[config.mk]
export PLATFORM = sky130hd
export DESIGN_NAME = step_dir_decoder
export DESIGN_NICKNAME = d
export VERILOG_FILES = /design/src/rtl/step_dir_decoder.sv
export SDC_FILE = /design/constraint.sdc
export NUM_CORES = 1
export LEC_CHECK = 0
export CAP_MARGIN = 20
export CELL_PAD_IN_SITES_DETAIL_PLACEMENT = 1
export CELL_PAD_IN_SITES_GLOBAL_PLACEMENT = 1
export CORE_MARGIN = 2
export CORE_UTILIZATION = 44
export CTS_BUF_LIST = sky130_fd_sc_hd__clkbuf_4 sky130_fd_sc_hd__clkbuf_8
export CTS_CLUSTER_DIAMETER = 40
export CTS_CLUSTER_SIZE = 16
export DETAILED_ROUTE_END_ITERATION = 6
export HOLD_SLACK_MARGIN = 0.06
export PLACE_DENSITY_LB_ADDON = 0.1
export SYNTH_ARGS = -nofsm -noshare
export SYNTH_HDL_FRONTEND = slang
export SYNTH_SLANG_ARGS = --single-unit
[constraint.sdc]
create_clock -name clk -period 3 [get_ports clk]
set_input_delay 0.3 -clock clk [delete_from_list [all_inputs] [get_ports clk]]
set_output_delay 0.3 -clock clk [all_outputs]
set_load 0.01 [all_outputs]
[src/rtl/step_dir_decoder.sv]
// -----------------------------------------------------------------------------
// step_dir_decoder
//
// Step/direction receiver for the stepper datapath. STEP and DIR arrive on
// asynchronous pins, are synchronized, and STEP is pulse-width qualified before
// it advances an 8-entry coil phase sequence (full/wave step or half step).
// A signed position count tracks accepted steps, and the coils are dropped
// after an idle timeout unless hold_en keeps them energized.
//
// Parameters
//   SYNC_STAGES  synchronizer depth on step_in / dir_in (>= 2)
//   MIN_PULSE    cycles synchronized STEP must be high to be accepted (>= 1)
//   IDLE_CYCLES  idle cycles before coil power-down when hold_en = 0 (>= 1)
//   POS_W        position counter width
//
// Ports
//   clk        clock, single domain
//   rst        synchronous active-high reset
//   ena        block enable; 0 = ignore steps, coils off
//   step_in    asynchronous STEP pin
//   dir_in     asynchronous DIR pin; 1 = forward, 0 = reverse
//   half_step  1 = half-step sequencing, 0 = full (wave) step
//   hold_en    1 = keep coils energized while idle
//   coils      registered coil drive {D,C,B,A}
//   position   registered signed step count (two's-complement wrap)
//   step_ack   one-cycle pulse per accepted step
//   glitch     one-cycle pulse when a STEP pulse is rejected as too short
// -----------------------------------------------------------------------------
module step_dir_decoder #(
  parameter int SYNC_STAGES = 2,
  parameter int MIN_PULSE   = 4,
  parameter int IDLE_CYCLES = 1000,
  parameter int POS_W       = 16
) (
  input  logic             clk,
  input  logic             rst,
  input  logic             ena,
  input  logic             step_in,
  input  logic             dir_in,
  input  logic             half_step,
  input  logic             hold_en,
  output logic [3:0]       coils,
  output logic [POS_W-1:0] position,
  output logic             step_ack,
  output logic             glitch
);

  localparam int CNT_W  = $clog2(MIN_PULSE + 1);
  localparam int IDLE_W = $clog2(IDLE_CYCLES + 1);

  localparam logic [CNT_W-1:0]  CNT_MAX  = CNT_W'(MIN_PULSE);
  localparam logic [CNT_W-1:0]  CNT_ACC  = CNT_W'(MIN_PULSE - 1);
  localparam logic [IDLE_W-1:0] IDLE_MAX = IDLE_W'(IDLE_CYCLES);

  // ---------------------------------------------------------------------------
  // State
  // ---------------------------------------------------------------------------
  logic [SYNC_STAGES-1:0] step_sync_q;
  logic [SYNC_STAGES-1:0] dir_sync_q;
  logic [CNT_W-1:0]       cnt_q,      cnt_d;
  logic [2:0]             idx_q,      idx_d;
  logic [POS_W-1:0]       position_q, position_d;
  logic [IDLE_W-1:0]      idle_q,     idle_d;
  logic [3:0]             coils_q,    coils_d;
  logic                   step_ack_q, step_ack_d;
  logic                   glitch_q,   glitch_d;

  logic s;
  logic d;
  logic accept;
  logic power_down;

  // Oldest synchronizer stage is the clean, metastability-settled level.
  assign s = step_sync_q[SYNC_STAGES-1];
  assign d = dir_sync_q[SYNC_STAGES-1];

  // ---------------------------------------------------------------------------
  // Coil phase table, idx 0..7
  // ---------------------------------------------------------------------------
  function automatic logic [3:0] coil_of(input logic [2:0] i);
    logic [3:0] c;
    c = 4'b0000;
    case (i)
      3'd0: c = 4'b0001;
      3'd1: c = 4'b0011;
      3'd2: c = 4'b0010;
      3'd3: c = 4'b0110;
      3'd4: c = 4'b0100;
      3'd5: c = 4'b1100;
      3'd6: c = 4'b1000;
      3'd7: c = 4'b1001;
      default: c = 4'b0000;
    endcase
    return c;
  endfunction

  // ---------------------------------------------------------------------------
  // Pulse-width filter. cnt saturates at MIN_PULSE so the accept condition
  // (cnt == MIN_PULSE-1 while high) can only be met once per high pulse.
  // A pulse that falls before reaching acceptance reports a glitch.
  // ---------------------------------------------------------------------------
  always_comb begin
    cnt_d    = cnt_q;
    accept   = 1'b0;
    glitch_d = 1'b0;
    if (!ena) begin
      cnt_d = '0;
    end else if (!s) begin
      cnt_d    = '0;
      glitch_d = (cnt_q != '0) && (cnt_q < CNT_MAX);
    end else begin
      if (cnt_q < CNT_MAX) begin
        cnt_d = cnt_q + CNT_W'(1);
      end
      accept = (cnt_q == CNT_ACC);
    end
  end

  // ---------------------------------------------------------------------------
  // Phase index and position. In full-step mode the index is forced even;
  // an odd index left over from half-stepping snaps to the neighbouring even
  // index in the step direction.
  // ---------------------------------------------------------------------------
  always_comb begin
    idx_d      = idx_q;
    position_d = position_q;
    step_ack_d = accept;
    if (accept) begin
      if (half_step) begin
        idx_d = d ? (idx_q + 3'd1) : (idx_q - 3'd1);
      end else begin
        idx_d = d ? ((idx_q + 3'd2) & 3'b110) : ((idx_q - 3'd1) & 3'b110);
      end
      position_d = d ? (position_q + POS_W'(1)) : (position_q - POS_W'(1));
    end
  end

  // ---------------------------------------------------------------------------
  // Idle timeout and coil drive. power_down looks at the next idle value so
  // an accept (which clears idle) re-energizes the coils on the same edge.
  // ---------------------------------------------------------------------------
  always_comb begin
    if (accept) begin
      idle_d = '0;
    end else if (idle_q == IDLE_MAX) begin
      idle_d = idle_q;
    end else begin
      idle_d = idle_q + IDLE_W'(1);
    end
    power_down = !hold_en && (idle_d == IDLE_MAX);
    coils_d    = (ena && !power_down) ? coil_of(idx_d) : 4'b0000;
  end

  // ---------------------------------------------------------------------------
  // Registers
  // ---------------------------------------------------------------------------
  always_ff @(posedge clk) begin
    if (rst) begin
      step_sync_q <= '0;
      dir_sync_q  <= '0;
      cnt_q       <= '0;
      idx_q       <= '0;
      position_q  <= '0;
      idle_q      <= '0;
      coils_q     <= '0;
      step_ack_q  <= 1'b0;
      glitch_q    <= 1'b0;
    end else begin
      step_sync_q <= {step_sync_q[SYNC_STAGES-2:0], step_in};
      dir_sync_q  <= {dir_sync_q[SYNC_STAGES-2:0], dir_in};
      cnt_q       <= cnt_d;
      idx_q       <= idx_d;
      position_q  <= position_d;
      idle_q      <= idle_d;
      coils_q     <= coils_d;
      step_ack_q  <= step_ack_d;
      glitch_q    <= glitch_d;
    end
  end

  assign coils    = coils_q;
  assign position = position_q;
  assign step_ack = step_ack_q;
  assign glitch   = glitch_q;

endmodule

# After elaboration in Yosys (flattened, before gate mapping)
# Memory sizes are Yosys's and may differ from the RTL's. A register that Yosys moved wholly into a read port is not among the register bits.
# Cells that the tools add are included.
[word_totals]
register_bits = 38
mem_bits_ro = 32
out_inout_bits = 22
word_cells = 41
input_bits = 7
memories = 1
[memory_table]
columns = ["memory", "words", "word_bits", "read_ports", "rd_ports_with_merged_regs", "write_ports", "line", "source"]
rows = [
  ["(no name shown)", 8, 4, 1, 1, 0, "83", "case (i)"],
]
[op_classes]
add_sub_neg = 7
n_reduce_logical = 9
bitwise = 3
order_cmp = 1
n_mux = 9
n_eq_ne = 3
[op_table]
columns = ["cell", "count"]
rows = [
  ["$eq A10 B10 Y1 const B", 2],
  ["$mux W10", 2],
  ["$add A16 B1 Y16 const B", 1],
  ["$mux W16", 1],
  ["$sub A16 B1 Y16 const B", 1],
  ["$mux W3", 4],
  ["$add A10 B1 Y10 const B", 1],
  ["$add A3 B1 Y3 const B", 2],
  ["$reduce_or A3 Y1", 2],
  ["$add A3 B2 Y3 const B", 1],
  ["$eq A3 B2 Y1 const B", 1],
  ["$logic_and A1 B1 Y1", 3],
  ["$lt A3 B3 Y1 const B", 1],
  ["$not A1 Y1", 3],
  ["$reduce_bool A3 Y1", 1],
  ["$sub A3 B1 Y3 const B", 1],
  ["$logic_not A1 Y1", 2],
  ["$mux W1", 2],
  ["$reduce_or A2 Y1", 1],
]

# Longest topological paths before layout
# Gate-level depths: netlist of run 1.
[depth]
ltp_word = 10
ltp_mapped = 9
depth_no_buf = 8

# Worst setup path before layout of run 1
# No wires, ideal clock.
[synth_path]
kind = "reg2reg"
from = "register dir_sync_q[1]"
to = "register position_q[13], in the netlist position[13]"
arrival_ns = 2.544
setup_ns = 0.117
stages_incl_launch_ff = 10
required_ns = 2.883
n_path_buf = 1
setup_slack_ns = 0.339
period_less_slack_ns = 2.661
cell_sequence = "dfxtp_1 clkbuf_1 inv_1 ha_1 a211o_1 a21o_1 nand4_1 a21oi_1 or4_1 a32o_1"
[synth_between]
elab_chain_len = 1
[synth_rtl]
columns = ["item", "line", "source"]
rows = [
  ["from (decl)", "59", "logic [SYNC_STAGES-1:0] dir_sync_q;"],
  ["from (signal assigned)", "170", "dir_sync_q <= {dir_sync_q[SYNC_STAGES-2:0], dir_in};"],
  ["$mux W16", "134", "position_d = d ? (position_q + POS_W'(1)) : (position_q - POS_W'(1));"],
  ["to (signal assigned)", "173", "position_q <= position_d;"],
  ["to (decl)", "62", "logic [POS_W-1:0] position_q, position_d;"],
]
# No other way between the ends.
# A chain may end at the register's enable or synchronous reset.

# Final worst setup path of run 1
# Ends and elaborated chain as after synthesis.

==> results of run 1 <==
==> cell type report <==
| class | count | area, µm² |
|---|---|---|
| clock buffer | 7 | 90.1 |
| clock inverter | 1 | 5.00 |
| fill | 671 | 2540 |
| inverter | 11 | 41.3 |
| multi-input combinational | 237 | 1640 |
| sequential | 42 | 841 |
| tap | 72 | 90.1 |
| timing repair buffer | 34 | 325 |
==> how the worst min path moves through the flow <==
| stage | end | slack [ns] |
|---|---|---|
| 6_report | dir_sync_q[1] | 0.46 |
| 3_3_place_gp | step_sync_q[1] | 0.45 |
| 4_1_cts | dir_sync_q[1] | 0.46 |
| 5_1_grt | dir_sync_q[1] | 0.47 |
| 3_5_place_dp | dir_sync_q[1] | 0.45 |
| 2_1_floorplan | dir_sync_q[1] | 0.41 |
==> through the flow <==
stage                     area [µm²]  instances
final                           3030        404
after global routing            3030        404
after CTS                       3030        404
after detailed placement        2940        396
after global placement          2940        396
after floorplan                 2580        301
==> power by group through the flow <==
stage               combinational (mW)  sequential [mW]  clock, mW
floorplan                       0.0633            0.582          0
global placement                0.0882            0.586          0
detailed placement              0.0906            0.586          0
CTS                             0.0919            0.573      0.407
global route                     0.102            0.575      0.426
finish                          0.0916            0.573      0.397
==> critical path: cells and delay by family (launching register included) <==
kind | cells | cell delay (ns)
fa+ha+maj | 1 | 0.33
compound gates | 4 | 0.94
flops | 1 | 0.32
simple gates | 2 | 0.62
buf+inv | 1 | 0.32
==> logic make-up after synthesis <==
logic type | synth area share [%]
buffers and inverters | 3.78
multiplexers | 2.52
flip-flops | 32.6
XOR/XNOR | 6.07
adder cells (fa/ha/maj) | 11.0
AND/OR/NAND/NOR | 23.3
AO/OA/AOI/OAI | 20.7
==> routing by layer <==
metal	routed length, µm	GRT usage [%]
met5	0	0
met4	64	6.10
met3	153	2.81
met2	3060	36.7
met1	3340	29.0
==> sequential cells by signal (all words and copies together) (netlist names) <==
signal,count
step_ack,1
glitch,1
cnt_q,3
step_sync_q,2
coils,4
idx_q,3
dir_sync_q,2
idle_q,10
position,16
==> cell usage in the layout (no fill, tap or decap), types with 2 or more instances in the layout <==
master           synthesis  final
nor2_1                  29     29
nand4_1                  3      3
nand2b_1                 3      3
xor2_1                   9      9
inv_1                   11     11
nand2_1                 29     29
dfxtp_1                 42     42
ha_1                    21     21
o21ai_0                 13     13
nor3_1                   8      8
mux2_2                   4      4
o31ai_1                  2      2
a21o_1                   8      8
nand3_1                 11     11
a22o_1                   2      2
mux2i_1                  2      2
buf_4                    0      6
and3_1                   5      5
nor4b_1                  2      2
a211o_1                  4      4
xnor2_1                  7      7
nor2b_1                  5      5
a21oi_1                 24     24
nor3b_1                  2      2
or4_1                    3      3
a31oi_1                  2      2
clkbuf_8                 0      6
nand3b_1                 5      5
o21bai_1                 3      3
o211a_1                  2      2
clkdlybuf4s50_1          0     28
a211oi_1                 8      8
==> summary.md, run 1 <==
| Metric | Value |
|---|---|
| Status | `finished clean` |
| Fin crit period | `2.61 ns` |
| Post-Place Setup Slack | `approximately 0.4 ns` |
| Hold_buf cts | `0` |
| Slew headroom | `roughly 52%` |
| Top-area cell type share of the netlist area | `between 30% and 40%` |
| Antenna Cells | `0` |
| Post-synth top area cell | `dfxtp_1` |
| Synthesized area | `between 2000 and 3000 µm²` |
| Post-CTS Setup Repair Bufs | `0` |
| Overall die height | `80.6 µm` |
| Synth Flop Type | `dfxtp_1` |
| Synth unique cells | `53` |
| Final Util | `a little over half` |
| Part of the power in registers | `between 50% and 60%` |
| Largest cells by area after synthesis | `dfxtp_1 (33%), ha_1 (10%), a21oi_1 (4.7%), nand2_1 (4.2%), nor2_1 (4.2%)` |
| Post-Synthesis Cells | `between 300 and 400` |
| Hold wc startpoint | `dir_sync_q[0]` |
| Vias per cell | `5.71` |
| Hold path depth | `1` |
| Sequential fraction of the synthesis area | `between 30 and 40%` |
| TritonCTS clock tree | `built` |
| Post-CTS Resized | `0` |
| Largest net degree at the start of global routing | `20` |
| Worst hold-check path type | `reg -> reg` |
| Worst R2R Setup Slack | `between 0.3 and 0.4 ns` |
| Total gr overflow | `0` |
| Vias after detailed routing | `2306` |
| Max IR drop VDD | `245 µV` |
| Nets | `360` |
| Area Overhead vs Synth | `17.6%` |
| Period utilisation layout | `between 80% and 90%` |
| Layout cells sized above 1 | `roughly 8.1%` |
| H-tree depth | `2` |
| EDFF count, synth | `0` |
| Worst setup path start | `dir_sync_q[1]` |
| Setup TNS | `0 ns` |
| Crit path kind | `reg -> reg` |
| Initial antenna violation count | `0` |
| Reg clk slew, reported paths | `0.08 ns` |
| Top-count cell post-synth | `dfxtp_1` |
| Final Wtd Congestion | `approximately 0.86` |
| Clk pwr share | `a little under two fifths` |
| Initial DRC count | `just under 80` |
| Die W | `~81 µm` |
| WL final | `between 6 and 7 mm` |
| CTS buffer count | `5` |
| P_int | `between 0.7 and 0.8 mW` |
| Cell Rows | `27` |
| Max Cap Viol | `0` |
| Worst Hold Slack | `about 0.46 ns` |
| Starting Density | `46.3%` |
| Syn Area/Cell | `about 8.6 µm²` |
| Logic pwr share | `8.6%` |
| First-pass GRT wire length | `~11 mm` |
| Post-synth top cells | `dfxtp_1 (42), nand2_1 (29), nor2_1 (29)` |
| Sw power | `between 0.2 and 0.3 mW` |
| CP Capture Type | `flop` |
| Final Hold Viols | `0` |
| Final WS setup | `about 0.39 ns` |
| R2r endpoint | `position[13]` |
| Leakage | `between 1 and 1.5 nW` |
| Ys async rst share | `0%` |
| Highest Clock Rate | `383 MHz` |
| Synth Register Bits | `42` |
| Critical path, cell by cell | `inv_1, ha_1, a211o_1, a21o_1, nand4_1, a21oi_1, or4_1, a32o_1` |
| Worst slew pin tran | `between 0.7 and 0.8 ns` |
| Latest clock arrival within the worst-skew pair | `between 0.2 and 0.3 ns` |
| Req. time, crit path | `roughly 3.2 ns` |
| Root buf cell | `clkbuf_8` |
| IO Pins | `29` |
| YS warnings | `0` |
| Final Max Tran Viols | `0` |
| CTS Sinks | `42` |
| Maximum buffer depth of the clock tree | `2` |
| Worst Path Max Fanout | `11` |
| CP Launch Type | `flop` |
| All-layer global routing usage | `about 22%` |
| Power Density | `350 nW/µm²` |
| Port buffer count | `28` |
| Post-Synthesis Net Count | `330` |
| Fin Clk Skew | `0.00452 ns` |
| DR WL/cell | `16.4 µm` |
| Length of the first detailed-routing pass in iterations | `4` |
| DRT antenna net count | `0` |
| Die area | `6490 µm²` |
| R2R cell count | `8` |
| Total power | `between 1 and 1.5 mW` |
| Final setup fails | `0` |
| RSZ-0062 raised after global routing | `no` |
| Critical path data arrival time | `2.80 ns` |
| Max incr delay on CP | `between 0.4 and 0.5 ns` |
| FF-to-FF Start | `dir_sync_q[1]` |
| CP Capture Point | `position[13]` |
| Switching Fraction | `between 20% and 30%` |
| Drt drc | `0` |
| Post-DP HPWL | `about 4.9 mm` |
| Vias in the first global route | `2285` |
| CP max stage cell | `or4_1` |
| Core region area | `5570 µm²` |
Power figures use the tool's default switching activity.
==> inputs of run 2 (changes only) <==
--- a/config.mk
+++ b/config.mk
@@ -15,6 +15,7 @@
 export CTS_CLUSTER_SIZE = 16
 export DETAILED_ROUTE_END_ITERATION = 6
 export HOLD_SLACK_MARGIN = 0.06
+export MAX_ROUTING_LAYER = met4
 export PLACE_DENSITY_LB_ADDON = 0.1
 export SYNTH_ARGS = -nofsm -noshare
 export SYNTH_HDL_FRONTEND = slang
==> run 2 against run 1 <==
- final cell count is the same
- combinational power about the same
- register-to-register slack barely moved
- critical endpoint unchanged
- largest power group unchanged
- clock power about the same
- total power about the same
- first-iteration DRC count down 3.9%
- sequential power is essentially flat
- flip-flop and latch count did not move
- design area unchanged
==> summary.md, run 2 (synthesis gave the netlist of run 1 again) <==
| Metric | Value |
|---|---|
| Vias in the first global route | `2283 (-0.088%)` |
| Req. time, crit path | `3.20 ns (about the same)` |
| Vias after detailed routing | `2306 (unchanged)` |
| Commonest non-fill, non-tap cell in the layout | `dfxtp_1` |
| Leakage | `1.22 nW (unchanged)` |
| CTS buffer count | `5 (unchanged)` |
| Max IR drop VDD | `246 µV (+0.50%)` |
| Post-CTS Resized | `0 (unchanged)` |
| Placed inst area | `2940 µm² (unchanged)` |
| Layout cells sized above 1 | `8.13% (unchanged)` |
| Cell family with most CP delay | `compound AO/OA/AOI/OAI gates` |
| Port buffer count | `28 (unchanged)` |
| All-layer global routing usage | `22.3% (+0.55 points)` |
| Worst hold-check path type | `reg -> reg` |
| Die W | `80.6 µm (unchanged)` |
| Total gr overflow | `0 (unchanged)` |
| CP max stage cell | `or4_1` |
| Highest Clock Rate | `383 MHz (+0.11%)` |
| Final WS setup | `0.391 ns (+0.00276 ns)` |
| Hold_buf cts | `0 (unchanged)` |
| Critical path data arrival time | `2.80 ns (about the same)` |
| Maximum buffer depth of the clock tree | `2 (unchanged)` |
| Final Hold Viols | `0 (unchanged)` |
| Max Cap Viol | `0 (unchanged)` |
| Nets | `360 (unchanged)` |
| Commonest cells after routing, fill and taps aside | `dfxtp_1 (42), nand2_1 (29), nor2_1 (29)` |
| CP Launch Type | `flop` |
| Fin crit period | `2.61 ns (-0.00276 ns)` |
| Slew headroom | `52.0% (-0.33 points)` |
| Fin Clk Skew | `0.00392 ns (-0.000600 ns)` |
| Post-DP HPWL | `4.87 mm (unchanged)` |
| Final Max Tran Viols | `0 (unchanged)` |
| Initial DRC count | `74 (-3.9%)` |
| Root buf cell | `clkbuf_8` |
| Overall die height | `80.6 µm (unchanged)` |
| Power Density | `350 nW/µm² (about the same)` |
| TritonCTS clock tree | `built` |
| Cell Rows | `27 (unchanged)` |
| Worst Hold Slack | `0.461 ns (+0.00181 ns)` |
| Area Overhead vs Synth | `17.6% (unchanged)` |
| First-pass GRT wire length | `11.0 mm (about the same)` |
| Critical path, cell by cell | `inv_1, ha_1, a211o_1, a21o_1, nand4_1, a21oi_1, or4_1, a32o_1` |
| Crit path kind | `reg -> reg` |
| Worst slew pin tran | `0.718 ns (+0.00490 ns)` |
| H-tree depth | `2 (unchanged)` |
| DP Cell Count | `396 (unchanged)` |
| CTS Sinks | `42 (unchanged)` |
| CP bufs+invs | `1 (unchanged)` |
| Final setup fails | `0 (unchanged)` |
| CP Capture Type | `flop` |
| Initial antenna violation count | `0 (unchanged)` |
| Starting Density | `46.3% (unchanged)` |
| Max incr delay on CP | `0.43 ns (about the same)` |
| Setup TNS | `0 ns (unchanged)` |
| Status | `finished clean` |
| Core region area | `5570 µm² (unchanged)` |
| Fill count | `671 (unchanged)` |
| Die area | `6490 µm² (unchanged)` |
| DRT antenna net count | `0 (unchanged)` |
| Non-filler cells, final | `404 (unchanged)` |
| Max FFs per register | `16 (unchanged)` |
| Post-CTS Setup Repair Bufs | `0 (unchanged)` |
| Vias per cell | `5.71 (unchanged)` |
| RSZ-0062 raised after global routing | `no` |
| Reg clk slew, reported paths | `0.08 ns (about the same)` |
| Latest clock arrival within the worst-skew pair | `0.29 ns (about the same)` |
| Period utilisation layout | `87.0% (-0.092 points)` |
| Final Util | `54.4% (unchanged)` |
| Final Instance Area | `3030 µm² (unchanged)` |
| Drt drc | `0 (unchanged)` |
| IO Pins | `29 (unchanged)` |
| Length of the first detailed-routing pass in iterations | `4 (unchanged)` |
| Worst Path Max Fanout | `11 (unchanged)` |
| Post-Place Setup Slack | `0.394 ns (unchanged)` |
| WL final | `6.63 mm (+0.11%)` |
| Antenna Cells | `0 (unchanged)` |
| Final Wtd Congestion | `0.876 (+1.6%)` |
| DR WL/cell | `16.4 µm (+0.11%)` |
| Largest net degree at the start of global routing | `20 (unchanged)` |
| Total power | `1.06 mW (about the same)` |
==> run 2: cell counts in the layout (fill, tap and decap cells not counted) <==
No cell type changed its count.
==> run 2: worst paths after layout <==
path	startpoint	end	slack (ns)	cells after the start
min reg2reg	dir_sync_q[0]	dir_sync_q[1]	0.46	1
max	dir_sync_q[1]	position[13]	0.39	8
min	dir_sync_q[0]	dir_sync_q[1]	0.46	1
max reg2reg	dir_sync_q[1]	position[13]	0.39	8
==> run 2: layout make-up <==
cell class	instances	area, µm²	area share [%]
repair buffers	34	325	10.7
inverters	11	41.3	1.36
well taps	72	90.1	2.97
flip-flops and latches	42	841	27.7
clock buffers	7	90.1	2.97
clock inverters	1	5.00	0.165
multi-input cells	237	1640	54.1
==> run 2: layer usage <==
metal	global-route usage (%)	up-vias	wire length (µm)
met5	-	-	0
met4	6.10	0	50
met3	2.70	6	163
met2	36.8	31	3080
met1	28.9	1114	3330
li1	-	1155	-
==> run 2: power breakdown <==
| part | switching, mW | total, mW | internal [mW] | leakage [nW] |
|---|---|---|---|---|
| sequential | 0.00947 | 0.573 | 0.564 | 0.340 |
| combinational | 0.0527 | 0.0917 | 0.0390 | 0.830 |
| clock | 0.202 | 0.397 | 0.195 | 0.0517 |
| total | 0.264 | 1.06 | 0.798 | 1.22 |
==> inputs of run 3 (changes only) <==
--- a/config.mk
+++ b/config.mk
@@ -8,7 +8,6 @@
 export CAP_MARGIN = 20
 export CELL_PAD_IN_SITES_DETAIL_PLACEMENT = 1
 export CELL_PAD_IN_SITES_GLOBAL_PLACEMENT = 1
-export CORE_MARGIN = 2
 export CORE_UTILIZATION = 44
 export CTS_BUF_LIST = sky130_fd_sc_hd__clkbuf_4 sky130_fd_sc_hd__clkbuf_8
 export CTS_CLUSTER_DIAMETER = 40
==> run 3 against run 2 <==
- non-clock buffer count unchanged
- global-route usage increased by 1.2 points
- combinational power decreased by 1%
- critical path depth unchanged
- clock power about the same
==> summary.md, run 3 (synthesis gave the netlist of run 1 again) <==
| Metric | Value |
|---|---|
| Status | `finished clean` |
| Layout cells sized above 1 | `8.13% (unchanged)` |
| Worst slew pin tran | `0.699 ns (-0.0185 ns)` |
| Initial DRC count | `97 (+31%)` |
| Vias per cell | `5.63 (-1.3%)` |
| Fin crit period | `2.64 ns (+0.0289 ns)` |
| Cell Rows | `27 (unchanged)` |
| DRT antenna net count | `0 (unchanged)` |
| Antenna Cells | `0 (unchanged)` |
| Initial antenna violation count | `0 (unchanged)` |
| Period utilisation layout | `87.9% (+0.96 points)` |
| Power Density | `350 nW/µm² (about the same)` |
| Area Overhead vs Synth | `17.6% (unchanged)` |
| Total gr overflow | `0 (unchanged)` |
| TritonCTS clock tree | `built` |
| H-tree depth | `2 (unchanged)` |
| Non-filler cells, final | `404 (unchanged)` |
| Starting Density | `46.3% (unchanged)` |
| Die W | `78.6 µm (-2.5%)` |
| IO Pins | `29 (unchanged)` |
| Latest clock arrival within the worst-skew pair | `0.30 ns (about the same)` |
| Vias after detailed routing | `2276 (-1.3%)` |
| RSZ-0062 raised after global routing | `no` |
| Crit path kind | `reg -> reg` |
| WL final | `6.47 mm (-2.4%)` |
| DR WL/cell | `16.0 µm (-2.4%)` |
| Worst Path Max Fanout | `11 (unchanged)` |
| Logic pwr share | `8.5% (about the same)` |
| Final Max Tran Viols | `0 (unchanged)` |
| Fin Clk Skew | `0.00637 ns (+0.00246 ns)` |
| Post-CTS Setup Repair Bufs | `0 (unchanged)` |
| CP Launch Type | `flop` |
| Max FFs per register | `16 (unchanged)` |
| Req. time, crit path | `3.20 ns (about the same)` |
| Post-CTS Resized | `0 (unchanged)` |
| Reg clk slew, reported paths | `0.09 ns (about the same)` |
| Commonest cells after routing, fill and taps aside | `dfxtp_1 (42), nand2_1 (29), nor2_1 (29)` |
| CTS buffer count | `5 (unchanged)` |
| Leakage | `1.22 nW (-0.37%)` |
| Max IR drop VDD | `274 µV (+11%)` |
| Fill count | `698 (+4.0%)` |
| Vias in the first global route | `2313 (+1.3%)` |
| Hold_buf cts | `0 (unchanged)` |
| Core region area | `5570 µm² (unchanged)` |
| Highest Clock Rate | `379 MHz (-1.1%)` |
| DP Cell Count | `396 (unchanged)` |
| Commonest non-fill, non-tap cell in the layout | `dfxtp_1` |
| Sw power | `0.274 mW (+3.6%)` |
| Post-DP HPWL | `4.83 mm (-0.63%)` |
| CP Capture Type | `flop` |
| Maximum buffer depth of the clock tree | `2 (unchanged)` |
| Max Cap Viol | `0 (unchanged)` |
| Final WS setup | `0.362 ns (-0.0289 ns)` |
| Part of the power in registers | `53.9% (about the same)` |
| Final setup fails | `0 (unchanged)` |
| Worst setup path start | `dir_sync_q[1]` |
| Root buf cell | `clkbuf_8` |
| Worst R2R Setup Slack | `0.36 ns (-0.03 ns)` |
| Port buffer count | `28 (unchanged)` |
| Worst Hold Slack | `0.448 ns (-0.0136 ns)` |
| Die area | `6170 µm² (-4.9%)` |
| Switching Fraction | `25.8% (+0.90 points)` |
| Length of the first detailed-routing pass in iterations | `4 (unchanged)` |
| FF-to-FF Start | `dir_sync_q[1]` |
| Final Hold Viols | `0 (unchanged)` |
| P_int | `0.788 mW (-1.2%)` |
| CTS Sinks | `42 (unchanged)` |
| Post-Place Setup Slack | `0.385 ns (-0.00871 ns)` |
| Critical path data arrival time | `2.83 ns (+0.03 ns)` |
| Final Wtd Congestion | `0.866 (-1.2%)` |
| Drt drc | `0 (unchanged)` |
| Nets | `360 (unchanged)` |
| Slew headroom | `53.2% (+1.2 points)` |
| Overall die height | `78.6 µm (-2.5%)` |
| Worst hold-check path type | `reg -> reg` |
| First-pass GRT wire length | `11.2 mm (+1.7%)` |
| All-layer global routing usage | `23.5% (+1.2 points)` |
| Hold wc startpoint | `dir_sync_q[0]` |
| Clk pwr share | `37.5% (about the same)` |
| Largest net degree at the start of global routing | `20 (unchanged)` |
| Setup TNS | `0 ns (unchanged)` |
## run 3: cell types whose count changed in the layout (fill, tap and decap cells not counted), sizes merged
cell	before	now
clkbuf	7	6
clkinvlp	0	1
## run 3: cell type report
cell class                 instances  area (µm²)  share of cell area (%)
clock buffer                       6        82.6                    2.72
clock inverter                     2        12.5                   0.413
inverter                          11        41.3                    1.36
multi-input combinational        237        1640                    54.1
sequential                        42         841                    27.7
tap                               72        90.1                    2.97
timing repair buffer              34         325                    10.7
## run 3: final timing paths
kind	endpoint	depth (start not counted)
min reg2reg	dir_sync_q[1]	1
max	position[13]	8
min	dir_sync_q[1]	1
max reg2reg	position[13]	8
## run 3: metal layers
layer | wire length [µm] | GRT usage [%] | up-vias | part of all wire, %
li1 | - | - | 1150 | -
met1 | 3190 | 29.0 | 1094 | 49
met2 | 3060 | 39.3 | 25 | 47
met3 | 149 | 3.95 | 7 | 2.3
met4 | 66 | 6.48 | 0 | 1.0
met5 | 0 | - | - | 0
## run 3: worst max-delay path: stages (launching register included)
cell and delay (ns):
dfxtp_1 0.32, inv_1 0.32, ha_1 0.33, a211o_1 0.34, a21o_1 0.19, nand4_1 0.18
a21oi_1 0.17, or4_1 0.43, a32o_1 0.26
## run 3: stage by stage
step / instance area (µm²) / util [%] / power (mW)
floorplan: 2580 / - / 0.646
detailed placement: 2940 / 52.7 / 0.676
global placement: 2940 / 52.7 / 0.674
CTS: 3030 / 54.4 / 1.07
finish: 3030 / 54.4 / 1.06
global route: 3030 / 54.4 / 1.11
## run 3: power by group through the flow
stage / clock [mW] / sequential [mW] / combinational [mW]
5_1_grt: 0.436 / 0.575 / 0.102
6_report: 0.399 / 0.573 / 0.0908
3_5_place_dp: 0 / 0.586 / 0.0906
4_1_cts: 0.407 / 0.573 / 0.0919
2_1_floorplan: 0 / 0.582 / 0.0633
3_3_place_gp: 0 / 0.586 / 0.0883
